### config.mk
export PLATFORM = sky130hd
export DESIGN_NAME = dafx_mixer_flat
export DESIGN_NICKNAME = d
export VERILOG_FILES = /design/src/rtl/dafx_mixer_if.sv /design/src/rtl/dafx_mixer.sv /design/src/flat_wrapper.sv
export SDC_FILE = /design/constraint.sdc
export NUM_CORES = 2
export LEC_CHECK = 0
export ABC_AREA = 1
export ABC_CLOCK_PERIOD_IN_PS = 10500
export BUFFER_PORTS_ARGS = -buffer_cell sky130_fd_sc_hd__clkbuf_2
export CAP_MARGIN = 25
export CORE_ASPECT_RATIO = 1.25
export CORE_UTILIZATION = 49
export DETAILED_ROUTE_END_ITERATION = 8
export HOLD_SLACK_MARGIN = 0.05
export PLACE_DENSITY = 0.66
export SETUP_SLACK_MARGIN = 0.4
export SKIP_CTS_REPAIR_TIMING = 1
export SLEW_MARGIN = 20
export SYNTH_ARGS = -nofsm -noshare
export SYNTH_HDL_FRONTEND = slang
export SYNTH_SLANG_ARGS = --single-unit
### constraint.sdc
create_clock -name clk -period 10.5 [get_ports clk]
set_input_delay 2.1 -clock clk [delete_from_list [all_inputs] [get_ports clk]]
set_output_delay 2.1 -clock clk [all_outputs]
set_load 0.01 [all_outputs]
### src/rtl/dafx_mixer_if.sv
// Output stream of the DAFX mixer: a mixed sample offered with valid/ready.
// The mixer drives it through the master modport; the DAC/codec stage uses slave.
interface dafx_mixer_if #(
    parameter int AUDIO_WIDTH_P = 24
) ();
    logic                     mix_valid;
    logic                     mix_ready;
    logic [AUDIO_WIDTH_P-1:0] mix_data;

    modport master (output mix_valid, output mix_data, input mix_ready);
    modport slave  (input mix_valid, input mix_data, output mix_ready);
endinterface

### src/rtl/dafx_mixer.sv
// DAFX sample-rate mixer: sampling tick, sequential gain-weighted MAC with saturation.
// Define DAFX_MIXER_CLIP_COUNT_EN to add the sr_clip_cnt clip counter port.
module dafx_mixer #(
    parameter int AUDIO_WIDTH_P    = 24,
    parameter int GAIN_WIDTH_P     = 24,
    parameter int Q_BITS_P         = 11,
    parameter int NR_OF_CHANNELS_P = 3,
    parameter int SAMPLE_PERIOD_P  = 12500
) (
    input  logic                                      clk,
    input  logic                                      rst_n,
    input  logic                                      cr_mix_enable,
    input  logic [NR_OF_CHANNELS_P*AUDIO_WIDTH_P-1:0] ch_data,
    input  logic [NR_OF_CHANNELS_P*GAIN_WIDTH_P-1:0]  ch_gain,
    output logic                                      irq_sample,
    dafx_mixer_if.master                              mix,
    output logic [15:0]                               sr_overrun_cnt
`ifdef DAFX_MIXER_CLIP_COUNT_EN
    ,
    output logic [15:0]                               sr_clip_cnt
`endif
);

    localparam int CNT_W  = $clog2(SAMPLE_PERIOD_P);
    localparam int IDX_W  = (NR_OF_CHANNELS_P > 1) ? $clog2(NR_OF_CHANNELS_P) : 1;
    localparam int PROD_W = AUDIO_WIDTH_P + GAIN_WIDTH_P;
    localparam int ACC_W  = PROD_W + $clog2(NR_OF_CHANNELS_P) + 1;

    localparam logic [CNT_W-1:0] CNT_LAST = CNT_W'(SAMPLE_PERIOD_P - 1);
    localparam logic [IDX_W-1:0] IDX_LAST = IDX_W'(NR_OF_CHANNELS_P - 1);
    localparam logic signed [ACC_W-1:0] SAT_MAX =
        {{(ACC_W-AUDIO_WIDTH_P+1){1'b0}}, {(AUDIO_WIDTH_P-1){1'b1}}};
    localparam logic signed [ACC_W-1:0] SAT_MIN = ~SAT_MAX;

    typedef enum logic [1:0] {IDLE, MAC, SAT, OUT} state_e;

    state_e                                    state_q;
    logic [CNT_W-1:0]                          cnt_q;
    logic [IDX_W-1:0]                          idx_q;
    logic [NR_OF_CHANNELS_P*AUDIO_WIDTH_P-1:0] data_q;
    logic [NR_OF_CHANNELS_P*GAIN_WIDTH_P-1:0]  gain_q;
    logic signed [ACC_W-1:0]                   acc_q;
    logic signed [ACC_W-1:0]                   acc_d;
    logic                                      mix_valid_q;
    logic [AUDIO_WIDTH_P-1:0]                  mix_data_q;
    logic [15:0]                               ovr_q;

    logic signed [AUDIO_WIDTH_P-1:0] cur_data;
    logic signed [GAIN_WIDTH_P-1:0]  cur_gain;
    logic signed [PROD_W-1:0]        prod;
    logic signed [ACC_W-1:0]         mac_term;
    logic                            pos_clip;
    logic                            neg_clip;
    logic [AUDIO_WIDTH_P-1:0]        sat_d;

    // Counter sits at zero while disabled, so re-enabling always starts a full period.
    always_ff @(posedge clk or negedge rst_n) begin
        if (!rst_n) begin
            cnt_q <= '0;
        end else if (!cr_mix_enable || cnt_q == CNT_LAST) begin
            cnt_q <= '0;
        end else begin
            cnt_q <= cnt_q + 1'b1;
        end
    end

    assign irq_sample = cr_mix_enable && (cnt_q == CNT_LAST);

    always_comb begin
        cur_data = data_q[idx_q*AUDIO_WIDTH_P +: AUDIO_WIDTH_P];
        cur_gain = gain_q[idx_q*GAIN_WIDTH_P +: GAIN_WIDTH_P];
        prod     = cur_data * cur_gain;
        mac_term = ACC_W'(prod >>> Q_BITS_P);
        acc_d    = acc_q + mac_term;
        pos_clip = acc_q > SAT_MAX;
        neg_clip = acc_q < SAT_MIN;
        if (pos_clip) begin
            sat_d = {1'b0, {(AUDIO_WIDTH_P-1){1'b1}}};
        end else if (neg_clip) begin
            sat_d = {1'b1, {(AUDIO_WIDTH_P-1){1'b0}}};
        end else begin
            sat_d = acc_q[AUDIO_WIDTH_P-1:0];
        end
    end

    // A tick outside IDLE is counted even when it coincides with the OUT handshake.
    always_ff @(posedge clk or negedge rst_n) begin
        if (!rst_n) begin
            state_q     <= IDLE;
            idx_q       <= '0;
            data_q      <= '0;
            gain_q      <= '0;
            acc_q       <= '0;
            mix_valid_q <= 1'b0;
            mix_data_q  <= '0;
            ovr_q       <= '0;
        end else begin
            if (irq_sample && state_q != IDLE && ovr_q != '1) begin
                ovr_q <= ovr_q + 1'b1;
            end
            case (state_q)
                IDLE: begin
                    if (irq_sample) begin
                        data_q  <= ch_data;
                        gain_q  <= ch_gain;
                        acc_q   <= '0;
                        idx_q   <= '0;
                        state_q <= MAC;
                    end
                end
                MAC: begin
                    acc_q <= acc_d;
                    if (idx_q == IDX_LAST) begin
                        state_q <= SAT;
                    end else begin
                        idx_q <= idx_q + 1'b1;
                    end
                end
                SAT: begin
                    mix_data_q  <= sat_d;
                    mix_valid_q <= 1'b1;
                    state_q     <= OUT;
                end
                OUT: begin
                    if (mix.mix_ready) begin
                        mix_valid_q <= 1'b0;
                        state_q     <= IDLE;
                    end
                end
                default: state_q <= IDLE;
            endcase
        end
    end

`ifdef DAFX_MIXER_CLIP_COUNT_EN
    logic [15:0] clip_q;

    always_ff @(posedge clk or negedge rst_n) begin
        if (!rst_n) begin
            clip_q <= '0;
        end else if (state_q == SAT && (pos_clip || neg_clip) && clip_q != '1) begin
            clip_q <= clip_q + 1'b1;
        end
    end

    assign sr_clip_cnt = clip_q;
`endif

    assign mix.mix_valid  = mix_valid_q;
    assign mix.mix_data   = mix_data_q;
    assign sr_overrun_cnt = ovr_q;

endmodule
### src/flat_wrapper.sv
// flat-port wrapper written by rule: the top's interface ports become plain ports
module dafx_mixer_flat 
#(
    parameter int AUDIO_WIDTH_P    = 24,
    parameter int GAIN_WIDTH_P     = 24,
    parameter int Q_BITS_P         = 11,
    parameter int NR_OF_CHANNELS_P = 3,
    parameter int SAMPLE_PERIOD_P  = 12500
)
  (clk, rst_n, cr_mix_enable, ch_data, ch_gain, irq_sample, sr_overrun_cnt, mix_mix_valid, mix_mix_data, mix_mix_ready);
  dafx_mixer_if #(.AUDIO_WIDTH_P(AUDIO_WIDTH_P)) mix_i ();
  input  logic clk;
  input  logic rst_n;
  input  logic cr_mix_enable;
  input  logic [NR_OF_CHANNELS_P*AUDIO_WIDTH_P-1:0] ch_data;
  input  logic [NR_OF_CHANNELS_P*GAIN_WIDTH_P-1:0] ch_gain;
  output logic irq_sample;
  output logic [15:0] sr_overrun_cnt;
  output wire logic [$bits(mix_i.mix_valid)-1:0] mix_mix_valid;
  output wire logic [$bits(mix_i.mix_data)-1:0] mix_mix_data;
  input wire logic [$bits(mix_i.mix_ready)-1:0] mix_mix_ready;
  assign mix_mix_valid = mix_i.mix_valid;
  assign mix_mix_data = mix_i.mix_data;
  assign mix_i.mix_ready = mix_mix_ready;
  dafx_mixer #(.AUDIO_WIDTH_P(AUDIO_WIDTH_P), .GAIN_WIDTH_P(GAIN_WIDTH_P), .Q_BITS_P(Q_BITS_P), .NR_OF_CHANNELS_P(NR_OF_CHANNELS_P), .SAMPLE_PERIOD_P(SAMPLE_PERIOD_P)) u_core (.clk(clk), .rst_n(rst_n), .cr_mix_enable(cr_mix_enable), .ch_data(ch_data), .ch_gain(ch_gain), .irq_sample(irq_sample), .mix(mix_i), .sr_overrun_cnt(sr_overrun_cnt));
endmodule
# Word-level counts from Yosys, hierarchy flattened
# Cells that the tools add are included.
# totals
regBits	254
inputBits	148
out_inout_bits	42
word_cells	57
# classes
add_sub_neg	4
mul	2
n_lt_le_gt_ge	2
eq_ne	10
shifts	2
mux	14
reduce_logical	14
# ops
cell	n
$shiftx A72 B8 Y24	2
$pmux W51 S2	1
$add A51 B37 Y51	1
$gt A51 B24 Y1 const B	1
$lt A51 B24 Y1 const B	1
$mux W51	1
$mul A24 B24 Y48	1
$mux W24	2
$add A16 B1 Y16 const B	1
$ne A16 B16 Y1 const B	1
$add A14 B1 Y14 const B	1
$eq A14 B14 Y1 const B	1
$mux W14	1
$mux W2	5
$pmux W2 S4	1
$eq A2 B2 Y1 const B	3
$reduce_and A2 Y1	3
$reduce_and A3 Y1	2
$reduce_bool A2 Y1	3
$mul A2 B2 Y4 const B	1
$ne A2 B1 Y1 const B	2
$ne A2 B2 Y1 const B	2
$pmux W2 S2	1
$logic_and A1 B1 Y1	3
other kinds (7)	7

# Longest topological paths before layout
# depth
word_depth	5
ltp_mapped	52
ltp_nobuf	49

# Worst setup path before layout
# Ideal clock, no wire load.
# synth_timing
path_type	reg-to-reg
start	register u_core.idx_q[1]
end	register u_core.acc_q[50]
setup_time_ps	117
arrival_ps	8748
t_required_ps	10383
path_slack_ps	1634
path_stages_with_launch	44
n_path_buf	3
synth_period_minus_slack_ps	8866
path_cell_list	dfrtp_1 inv_1 buf_2 clkbuf_1 o21ai_0 o21ai_1 clkbuf_1 nand2_1 inv_1 fa_1 fa_1 inv_1 fa_1 inv_1 fa_1 inv_1 fa_1 inv_1 (+8 left out) nand2_1 a21oi_1 nand2_1 nand2_1 nand2_1 ha_1 nand2_1 nor2_1 inv_1 nor2_1 nand2_1 nor3_1 nand2_1 nand3_1 nand2_1 nand3b_1 nand3_1 nand2_1
# synth_via
elab_chain_len	5
word_cells_on_any_way	6
classes_between	add/sub (1); mul (2); shift (2); mux (1)
# synth_rtl
item	line	text
start, declared	dafx_mixer.sv:39	logic [IDX_W-1:0] idx_q;
start signal, assigned	dafx_mixer.sv:116	idx_q <= idx_q + 1'b1;
$mul A2 B2 Y4 (*)	dafx_mixer.sv:70, dafx_mixer.sv:71	
$shiftx A72 B8 Y24 (on tied branches)	dafx_mixer.sv:70, dafx_mixer.sv:71	
$mul A24 B24 Y48 (*)	dafx_mixer.sv:72	prod = cur_data * cur_gain;
$add A51 B37 Y51 (*)	dafx_mixer.sv:74	acc_d = acc_q + mac_term;
$pmux W51 S2 (*)	dafx_mixer.sv:101	case (state_q)
end signal, assigned	dafx_mixer.sv:93	acc_q <= '0;
end signal, assigned	dafx_mixer.sv:106	acc_q <= '0;
end signal, assigned	dafx_mixer.sv:112	acc_q <= acc_d;
end, declared	dafx_mixer.sv:42	logic signed [ACC_W-1:0] acc_q;
# Every way passes the cells marked *; elsewhere a longest branch is shown, timed or not.
# A chain may end at the register's enable or synchronous reset.

# Worst setup path in the final report
# layout_timing
start	register u_core.idx_q[0]
end	register u_core.acc_q[33]
# Same word-level chain as after synthesis.

==> results.py <==
metrics = {
    "synth": {
        "synthTopCellsByArea": "fa_1 (33%), dfrtp_1 (17%), nand2_1 (11%)",
        "synth_nets": 5432,
        "yosysSeqAreaShare_pct": 17.3,
        "synthCells": 4489,
        "yosys_warnings": 0,
        "ys_types": 50,
        "synth-async-reset-ratio_pct": 100,
        "syn_avg_cell_area_um2": 8.18,
        "synth_top_area_share_pct": 33.1,
        "synth_top_area_cell": "fa_1",
        "synth_enable_flop_cells": 0,
        "synth-seq-cells": 254,
        "synth_flop_cell": "dfrtp_1",
        "synth_area_mm2": 0.0367,
    },
    "floorplanning": {
        "dieHeight_um": 308,
        "io_pins": 190,
        "dieArea_mm2": 0.0760,
        "rows": 111,
        "core_mm2": 0.0737,
        "die_w_um": 247,
        "start_util_pct": 49.8,
    },
    "sta": {
        "slew_viol_final": 0,
        "setup-violations-final": 0,
        "tns_ns": 0,
        "hold_violations": 0,
        "worstMarginPinSlew_ns": 0.975,
        "maxSlewHeadroom_pct": 35.0,
        "finalClockSkew_ns": 0.0463,
        "rsz0062_at_grt": "false",
        "post-route-min-period_ns": 9.74,
        "fmax_mhz": 103,
        "fin_crit_sh_pct": 92.8,
    },
    "finish": {
        "layout_common_cells": "nand2_1 (1085), inv_1 (1055), fa_1 (606), nor2_1 (283), dfrtp_1 (254)",
        "fillCellCount": 6920,
        "syn2layout_area_growth_pct": 10.5,
        "num-nets-final": 5619,
        "layout_commonest_cell": "nand2_1",
        "drive_gt1_share_pct": 12.7,
    },
    "route": {
        "first_pass_iters": 5,
        "vias": 30128,
        "ant_nets": 0,
        "drtIter0Drc": 2402,
        "drcViolationCount": 0,
        "avgViaCountPerCell": 5.32,
        "routed_wl_um": 111000,
        "post_drt_wl_per_cell_um": 19.6,
    },
    "clock_tree": {
        "clock_latency_ns": 0.65,
        "clock_path_buffers": 3,
        "cts_buffers": 30,
        "clk_pin_slew_worst_paths_ns": 0.06,
        "clkSinkCount": 254,
        "htree_levels": 1,
        "cts_tree": "done",
        "clockRootBuffer": "clkbuf_16",
    },
    "worst_setup_path": {
        "rr_worst_depth": 41,
        "crit_top_cell": "nand2_1",
        "crit_path_end_kind": "flip-flop",
        "worstSetupPathType": "reg -> reg",
        "critPathMaxFanout": 26,
        "worstSetupStartpointType": "flip-flop",
        "crit_arrival_ns": 10.23,
        "critPathMaxStageDelay_ns": 0.57,
        "required_ns": 10.99,
        "path_depth": 41,
        "cpMaxStageDelayCell": "fa_1",
        "crit_family": "adder cells",
        "cp.buffers_inverters": 9,
    },
    "global_route": {
        "grt_pass1_wl_um": 176000,
        "grt_pass1_vias": 31583,
        "grt-ovfl-total": 0,
        "antenna_found_initial": 2,
        "grt_max_degree": 176,
        "grt_use_total_pct": 30.3,
    },
    "placement": {
        "gp_congestion": 1.03,
        "io_buffer_count": 189,
        "hpwlAfterDp_um": 90700,
    },
    "pwr": {
        "intPower_mw": 4.95,
        "vdd_drop_max_mv": 0.387,
        "power_switching_share_pct": 59.9,
        "powerDensity_mw_per_mm2": 304,
        "leakagePower_nw": 23.2,
        "combPwrFrac_pct": 80.8,
        "total_power_mw": 12.3,
        "p_clk_share_pct": 8.8,
        "power_switching_mw": 7.39,
        "power_frac_seq_pct": 10.4,
    },
    "flow_run": {
        "cap_violations": 0,
    },
    "min_path": {
        "hold_path_class": "reg -> reg",
        "hold_depth": 1,
    },
    "run_status": {
        "status": "complete, no violations",
    },
}
## final timing paths
kind,from,endpoint,slack [ns]
max,u_core.idx_q[0]$_DFFE_PN0P_,u_core.acc_q[33]$_DFFE_PN0P_,0.76
min,u_core.cnt_q[0]$_DFF_PN0_,u_core.cnt_q[0]$_DFF_PN0_,0.47
max reg2reg,u_core.idx_q[0]$_DFFE_PN0P_,u_core.acc_q[33]$_DFFE_PN0P_,0.76
min reg2reg,u_core.cnt_q[0]$_DFF_PN0_,u_core.cnt_q[0]$_DFF_PN0_,0.47
max in group asynchronous,rst_n,u_core.data_q[56]$_DFFE_PN0P_,7.71
min in group asynchronous,rst_n,u_core.sr_overrun_cnt[14]$_DFFE_PN0P_,1.40
## power by group through the flow
| stage | Combinational (mW) | Clock [mW] | Sequential (mW) |
|---|---|---|---|
| 3_3_place_gp | 9.52 | 0 | 1.29 |
| 6_report | 9.97 | 1.09 | 1.28 |
| 2_1_floorplan | 6.41 | 0 | 1.25 |
| 4_1_cts | 9.62 | 1.10 | 1.28 |
| 5_1_grt | 11.0 | 1.14 | 1.29 |
| 3_5_place_dp | 9.55 | 0 | 1.29 |
## sequential cells by signal, indices dropped and copies added (netlist names)
signal                 count
u_core.idx_q               2
u_core.mix.mix_valid       1
u_core.gain_q             72
u_core.acc_q              51
u_core.cnt_q              14
u_core.state_q             2
u_core.mix.mix_data       24
u_core.data_q             72
u_core.sr_overrun_cnt     16
## synth_stat cells, drive strengths merged (2+ instances only)
master  count
nand2    1100
fa        607
and3        4
buf        56
o21bai     13
clkbuf     94
nor3       35
nand3      84
xor2       41
ha        188
a32oi       7
a211oi      3
a21oi     152
or2        20
xnor2      16
o31ai       3
nor2      286
a21boi      2
o22ai       6
a21o       22
o221ai      3
mux2      141
nor4       16
o21a        8
o21ai     187
o211ai      6
a31oi      43
nand4      13
inv      1066
dfrtp     254
nand3b      5
nand2b      2
## area by class of cell
type | count | area [µm²] | share of cell area (%)
diodes | 2 | 5.00 | 0.0123
clock buffers | 45 | 887 | 2.19
clock inverters | 7 | 118 | 0.290
inverters | 1066 | 4010 | 9.89
multi-input cells | 3019 | 26000 | 64.2
flip-flops and latches | 254 | 6360 | 15.7
well taps | 960 | 1200 | 2.96
repair buffers | 305 | 1960 | 4.83
## through the flow
stage          utilization [%]  cell area (µm²)  hold WS [ns]  std cells  setup slack [ns]
2_1_floorplan                -            36700         0.432       4489              1.63
3_3_place_gp              52.9            39000         0.452       5574             0.343
3_5_place_dp              52.9            39000         0.458       5574             0.399
4_1_cts                   54.3            40000         0.466       5626             0.336
5_1_grt                   55.0            40600         0.489       5658             0.391
6_report                  55.0            40600         0.465       5658             0.756
## layer usage
metal / global-route usage [%] / routed length [µm] / up-vias
li1: - / - / 13792
met2: 54.1 / 57100 / 906
met5: 0 / 33 / -
met3: 2.96 / 5630 / 212
met4: 12.4 / 5160 / 2
met1: 37.2 / 42900 / 15216
## logic make-up (layout without fill, tap and decap cells)
kind of cell	count (synthesis)	in the layout	share of synthesized area, %
adder cells (fa/ha/maj)	795	795	39.5
other	0	2	0
buffers and inverters	1216	1423	12.8
multiplexers	141	141	5.04
AND/OR/NAND/NOR	1566	1566	17.0
AO/OA/AOI/OAI	460	460	7.01
flip-flops	254	254	17.3
XOR/XNOR	57	57	1.36
Power figures use the tool's default switching activity.
